File: config.mk
export PLATFORM = sky130hd
export DESIGN_NAME = tlb_refill_ctrl
export DESIGN_NICKNAME = d
export VERILOG_FILES = /design/src/rtl/tlb_refill_ctrl_pkg.sv /design/src/rtl/tlb_refill_ctrl_rr_arb2.sv /design/src/rtl/tlb_refill_ctrl.sv
export SDC_FILE = /design/constraint.sdc
export NUM_CORES = 1
export LEC_CHECK = 0
export ABC_CLOCK_PERIOD_IN_PS = 2800
export CELL_PAD_IN_SITES_DETAIL_PLACEMENT = 0
export CELL_PAD_IN_SITES_GLOBAL_PLACEMENT = 1
export CORE_AREA = 2 2 101 103
export DETAILED_ROUTE_END_ITERATION = 8
export DIE_AREA = 0 0 103 105
export HOLD_SLACK_MARGIN = 0.15
export PLACE_DENSITY = 0.82
export SLEW_MARGIN = 20
export SYNTH_ARGS = -nofsm -noshare
export SYNTH_HDL_FRONTEND = slang
export SYNTH_SLANG_ARGS = --single-unit
File: constraint.sdc
create_clock -name clock -period 2.8 [get_ports clock]
set_input_delay 0.7 -clock clock [delete_from_list [all_inputs] [get_ports clock]]
set_output_delay 0.7 -clock clock [all_outputs]
set_load 0.05 [all_outputs]
File: src/rtl/tlb_refill_ctrl_pkg.sv
// Shared constants and types for the TLB refill walker.
// Page widths are derived from the page offset and the physical address size.
package tlb_refill_ctrl_pkg;

  localparam int OFFSET         = 12;
  localparam int PHYS_ADDR_SIZE = 20;
  localparam int VPN_W_DEF      = 32 - OFFSET;
  localparam int PPN_W_DEF      = PHYS_ADDR_SIZE - OFFSET;

  localparam int   PTE_VALID_BIT = 31;
  localparam logic TLB_SEL_I     = 1'b0;
  localparam logic TLB_SEL_D     = 1'b1;

  typedef enum logic [2:0] {
    ST_IDLE  = 3'd0,
    ST_REQ   = 3'd1,
    ST_WRITE = 3'd2,
    ST_DONE  = 3'd3,
    ST_FAULT = 3'd4
  } walk_state_e;

endpackage

File: src/rtl/tlb_refill_ctrl_rr_arb2.sv
// Two-way round-robin arbiter between ITLB and DTLB misses.
// On a tie the side not granted last wins; the last-grant bit updates on every grant.
module rr_arb2
  import tlb_refill_ctrl_pkg::*;
(
  input  logic clock,
  input  logic rst,
  input  logic en_i,
  input  logic req_i_i,
  input  logic req_d_i,
  output logic gnt_o,
  output logic sel_o
);

  logic last_q;

  always_comb begin
    gnt_o = en_i & (req_i_i | req_d_i);
    sel_o = (req_i_i & req_d_i) ? ~last_q : req_d_i;
  end

  // Reset to ITLB so that the first tie goes to the DTLB.
  always_ff @(posedge clock or negedge rst) begin
    if (!rst) begin
      last_q <= TLB_SEL_I;
    end else if (gnt_o) begin
      last_q <= sel_o;
    end
  end

endmodule

File: src/rtl/tlb_refill_ctrl.sv
// Single-level page-table walker refilling the ITLB/DTLB on a miss.
// Misses are sampled only in IDLE; a granted walk always completes even if its miss drops.
module tlb_refill_ctrl
  import tlb_refill_ctrl_pkg::*;
#(
  parameter logic [31:0] PT_BASE = 32'h0000_2000,
  parameter int          VPN_W   = VPN_W_DEF,
  parameter int          PPN_W   = PPN_W_DEF
) (
  input  logic             clock,
  input  logic             rst,
  input  logic             itlb_miss,
  input  logic [VPN_W-1:0] itlb_vpage,
  input  logic             dtlb_miss,
  input  logic [VPN_W-1:0] dtlb_vpage,
  output logic             mem_req,
  output logic [31:0]      mem_addr,
  input  logic             mem_ack,
  input  logic [31:0]      mem_rdata,
  output logic             tlb_we,
  output logic             tlb_sel,
  output logic [VPN_W-1:0] tlb_vpage,
  output logic [PPN_W-1:0] tlb_ppage,
  output logic             itlb_ready,
  output logic             dtlb_ready,
  output logic             walk_fault,
  output logic [VPN_W-1:0] fault_vpage,
  output logic             busy
);

  walk_state_e      state_q, state_d;
  logic [VPN_W-1:0] vpage_q;
  logic             sel_q;
  logic [PPN_W-1:0] ppn_q;
  logic [VPN_W-1:0] fault_vpage_q;
  logic             gnt;
  logic             gnt_sel;
  logic [31:0]      pte_addr;
  logic             unused_rdata;

  assign unused_rdata = ^mem_rdata[PTE_VALID_BIT-1:PPN_W];

  rr_arb2 u_arb (
    .clock   (clock),
    .rst     (rst),
    .en_i    (state_q == ST_IDLE),
    .req_i_i (itlb_miss),
    .req_d_i (dtlb_miss),
    .gnt_o   (gnt),
    .sel_o   (gnt_sel)
  );

  assign pte_addr = PT_BASE + 32'({vpage_q, 2'b00});

  // Every output is decoded from registered state, so the async reset clears them at once.
  always_comb begin
    state_d     = state_q;
    mem_req     = 1'b0;
    mem_addr    = 32'h0;
    tlb_we      = 1'b0;
    tlb_sel     = 1'b0;
    tlb_vpage   = '0;
    tlb_ppage   = '0;
    itlb_ready  = 1'b0;
    dtlb_ready  = 1'b0;
    walk_fault  = 1'b0;
    busy        = (state_q != ST_IDLE);
    fault_vpage = fault_vpage_q;
    if (busy) tlb_sel = sel_q;
    case (state_q)
      ST_IDLE: begin
        if (gnt) state_d = ST_REQ;
      end
      ST_REQ: begin
        mem_req  = 1'b1;
        mem_addr = pte_addr;
        if (mem_ack) state_d = mem_rdata[PTE_VALID_BIT] ? ST_WRITE : ST_FAULT;
      end
      ST_WRITE: begin
        tlb_we    = 1'b1;
        tlb_vpage = vpage_q;
        tlb_ppage = ppn_q;
        state_d   = ST_DONE;
      end
      ST_DONE: begin
        itlb_ready = (sel_q == TLB_SEL_I);
        dtlb_ready = (sel_q == TLB_SEL_D);
        state_d    = ST_IDLE;
      end
      ST_FAULT: begin
        walk_fault = 1'b1;
        itlb_ready = (sel_q == TLB_SEL_I);
        dtlb_ready = (sel_q == TLB_SEL_D);
        state_d    = ST_IDLE;
      end
      default: state_d = ST_IDLE;
    endcase
  end

  always_ff @(posedge clock or negedge rst) begin
    if (!rst) begin
      state_q       <= ST_IDLE;
      vpage_q       <= '0;
      sel_q         <= TLB_SEL_I;
      ppn_q         <= '0;
      fault_vpage_q <= '0;
    end else begin
      state_q <= state_d;
      if (gnt) begin
        sel_q   <= gnt_sel;
        vpage_q <= gnt_sel ? dtlb_vpage : itlb_vpage;
      end
      if (state_q == ST_REQ && mem_ack) begin
        ppn_q <= mem_rdata[PPN_W-1:0];
        if (!mem_rdata[PTE_VALID_BIT]) fault_vpage_q <= vpage_q;
      end
    end
  end

endmodule
# == After elaboration in Yosys (flattened, before gate mapping) ==
# Cells that the tools add are included.
# word_totals
romBits,0
ramBits,0
elab_cells,38
in_bits,77
out_inout_bits,87
memories,0
latchBits,0
register_bits,52
# op_classes
multipliers,0
bitwise_logic,5
mux,15
eq_ne,6
magnitude_cmp,0
shifts,0
add_sub_neg,1
n_reduce_logical,6
n_div,0
# op_table
cell,count
$mux 20,2
$add 14x22->23 const A,1
$mux 23,1
$mux 3,3
$pmux 3 s3,1
$mux 8,1
$mux 1,7
$eq 3x2->1 const B,2
$ne 2x2->1 const B,2
$reduce_and 2->1,2
$eq 3x1->1 const B,1
$eq 3x3->1 const B,1
$logic_not 3->1,1
$reduce_bool 3->1,1
$and 1x1->1,2
$not 1->1,2
$reduce_or 2->1,1
$logic_and 1x1->1,1
$or 1x1->1,1

# == Depth between registers and ports, before layout ==
# depth
depth_word,4
mapped_depth,6
depth_no_buf,5

# == By module ==
# From an unflattened synthesis, not the netlist that was laid out.
# unflattened
cells_unflattened,266
area_unflattened_um2,2867.8
# by_module_without_submodules
module,seq_area_each_um2,area_each_um2,cells_per_inst,n_inst
tlb_refill_ctrl,1301.2,2816.5,261,1
rr_arb2,25.0,51.3,5,1

# == Least setup slack after synthesis ==
# No wires, ideal clock.
# synth_timing
kind,register to output
start,register state_q[1]
end,output port dtlb_ready
stages_incl_launch_ff,3
path_buffers,0
t_arrival_ns,2.299
setup_slack_ns,-0.199
t_required_ns,2.100
cell_sequence,dfrtp_1 > nor3b_1 > o21a_1
# synth_between
elab_chain_len,3
word_cells_on_any_way,4
classes_between,eq/ne: 2; mux: 1; reduce/logical: 1
# synth_rtl
element,line,text
from (decl),tlb_refill_ctrl.sv:31,"walk_state_e state_q, state_d;"
from (signal assigned),tlb_refill_ctrl.sv:108,state_q <= state_d;
$eq 3x3->1 or $eq 3x2->1 (tied branches),tlb_refill_ctrl.sv:70,case (state_q)
$reduce_or 2->1 (no line) *,n/a,
$mux 1 *,tlb_refill_ctrl.sv:70,
to (decl),tlb_refill_ctrl.sv:25,"output logic dtlb_ready,"
# Every way passes the cells marked *; elsewhere a longest branch is shown, timed or not.

# == Worst setup path after layout ==
# layout_timing
start,register state_q[2]
end,output port walk_fault
# layout_between
elab_chain_len,2
# layout_rtl
element,line,text
$eq 3x3->1,tlb_refill_ctrl.sv:70,
$mux 1,tlb_refill_ctrl.sv:70,
to (decl),tlb_refill_ctrl.sv:26,"output logic walk_fault,"
# No other way between the ends.

==> flow_metrics.tcl <==
set metrics [dict create \
    dp.cells 496 \
    grt_pass1_vias 2458 \
    rsz0062_at_grt "false" \
    cp_max_fo 8 \
    gp_congestion 0.736 \
    ys_types 37 \
    synth_top_area_share_pct 47.6 \
    ys_top_cells_by_area "dfrtp_1, and2_1, mux2_1" \
    finalSetupViolations 0 \
    r2r-end "vpage_q[10]" \
    die_x_um 103 \
    hold_slack_ps 387 \
    cts.root.buffer_cell "clkbuf_8" \
    ios 164 \
    slew_violations 0 \
    die_y_um 105 \
    n_antenna_cell 0 \
    port_buffers 129 \
    critPathCaptureType "output port" \
    wl_per_cell_um 16.4 \
    hp-class "in2async" \
    timing.rr.start "state_q[1]" \
    layout_common_cells "clkdlybuf4s50_1, buf_12, dfrtp_1" \
    cts_tree "built" \
    required_ps 2100 \
    drt_iter0_markers 65 \
    insertion_delay_ps 300 \
    ir_drop_mv 0.754 \
    path_class "reg2out" \
    start_util_pct 28.3 \
    ys.flop_type "dfrtp_1" \
    p_total_mw 6.57 \
    final_net_count 448 \
    globalRouteOverflowTotal 0 \
    final_common_cell "clkdlybuf4s50_1" \
    grt_use_total_pct 15.6 \
    die_area_sq_um 10800 \
    grt_pass1_wl_um 13000 \
    area_delta_synth_final_pct 73.2 \
    fin_crit_ps 2660 \
    vias 2374 \
    ys_seq_area_share_pct 47.6 \
    syn_avg_cell_area_sq_um 11.1 \
    synth_edf_count 0 \
    fin_skew_ps 4.73 \
    synthCells 247 \
    syn_area_sq_um 2730 \
    ys_seq_elements 52 \
    wl_um 8240 \
    dp_hpwl_um 6250 \
    reg2regPathDepth 5 \
    tightest_slew_ps 926 \
    synth_area_leader_cell "dfrtp_1" \
    rrSetupSlack_ps 720 \
    core.rowCount 36 \
    cap_violations 0 \
    via_per_inst 4.71 \
    cts_sinks 52 \
    final_layout_size_suffix_gt1_share_pct 24.5 \
    cts_max_path_buffers 2 \
    status "completed" \
    finalCritPeriodShare_pct 94.9 \
    synth_warnings 0 \
    post_cts_buffers 0 \
    place_area_sq_um 4640 \
    clkTransAtPathRegs_ps 100 \
    antenna_left 0 \
    core_sq_um 9640 \
    start_kind "flip-flop" \
    arrival_ps 1960 \
    power.density_nw_per_um2 1390 \
    synth-async-reset-ratio_pct 100 \
    drc_errors 0 \
    drtPass1Iterations 6 \
    fin_area_sq_um 4730 \
    layoutNonFillerInstCount 504 \
    max_slew_margin_pct 38.0 \
    max_freq_mhz 376 \
    leakagePower_nw 1.89 \
    grt_max_degree 29 \
    h-tree-depth 2 \
    antenna_found_initial 0 \
    finalSetupTns_ps 0 \
    cts_inserted_buffers 5 \
    hold_viol 0 \
]
## report_power, final
part | total (mW) | internal [mW] | switching, mW | leakage, nW
clock | 0.445 | 0.198 | 0.247 | 0.0510
sequential | 1.44 | 1.12 | 0.322 | 0.584
combinational | 4.68 | 2.02 | 2.66 | 1.25
## synth_stat cells, types with 3 or more instances
cell / n
mux2_1: 19
or3_1: 4
buf_4: 12
nand3_1: 5
buf_2: 4
nand2_1: 3
o32ai_1: 20
o21ai_0: 4
and2_1: 40
dfrtp_1: 52
a21oi_1: 6
nor2_1: 7
a2bb2oi_1: 20
mux2_2: 9
clkbuf_1: 13
## registers in the layout, indices dropped and copies added, names as in the netlist
signal and cells:
u_arb.last_q 1, ppn_q 8, state_q 3, vpage_q 20
fault_vpage 20
## how the worst max path moves through the flow
stage	startpoint	to	slack [ps]	cells past startpoint
floorplan	vpage_q[14]	mem_addr[20]	220	4
global placement	dtlb_miss	vpage_q[12]	350	4
detailed placement	dtlb_miss	vpage_q[19]	300	4
CTS	state_q[0]	mem_addr[8]	30	6
global route	state_q[0]	mem_addr[8]	30	6
finish	state_q[2]	walk_fault	140	2
## per-layer routing
layer  up-vias  share of wire (%)  GRT usage, %
met5         -                  0             0
met4         0                1.2          3.76
met3         7                5.4          3.41
met2        75                 52          26.9
met1      1178                 42          19.4
li1       1114                  -             -
## area by class of cell
type                    count  area [sq um]
well taps                 133           166
fillers                   897          4910
repair buffers            137          1860
multi-input cells         171          1300
flip-flops and latches     52          1300
clock inverters             2          10.0
clock buffers               6          82.6
inverters                   3          11.3
## timing repair
action	in CTS	in global routing
setup endpoints to repair	0	7
endpoints found under the hold margin	0	0
hold buffers	0	0
gates resized for setup	0	1
## critical path, stage by stage (launching register included)
cell and delay [ps]:
dfrtp_1 520, nor3b_2 280, clkdlybuf4s50_1 850
## logic make-up (layout without fill, tap and decap cells)
kind of cell | Yosys count | count (layout) | share of synthesized area [%]
simple gates | 72 | 72 | 15.8
buf+inv | 34 | 148 | 7.05
mux | 28 | 28 | 11.5
other cells | 1 | 11 | 0.137
fa+ha+maj | 1 | 1 | 0.458
flops | 52 | 52 | 47.6
compound gates | 56 | 56 | 16.5
xor+xnor | 3 | 3 | 0.962
## through the flow
step	utilization, %	setup WS [ps]
final	49.1	143
after global routing	49.1	31.3
after CTS	49.1	33.1
after detailed placement	48.1	295
after global placement	48.1	353
after floorplan	-	215
Power figures use the tool's default switching activity.
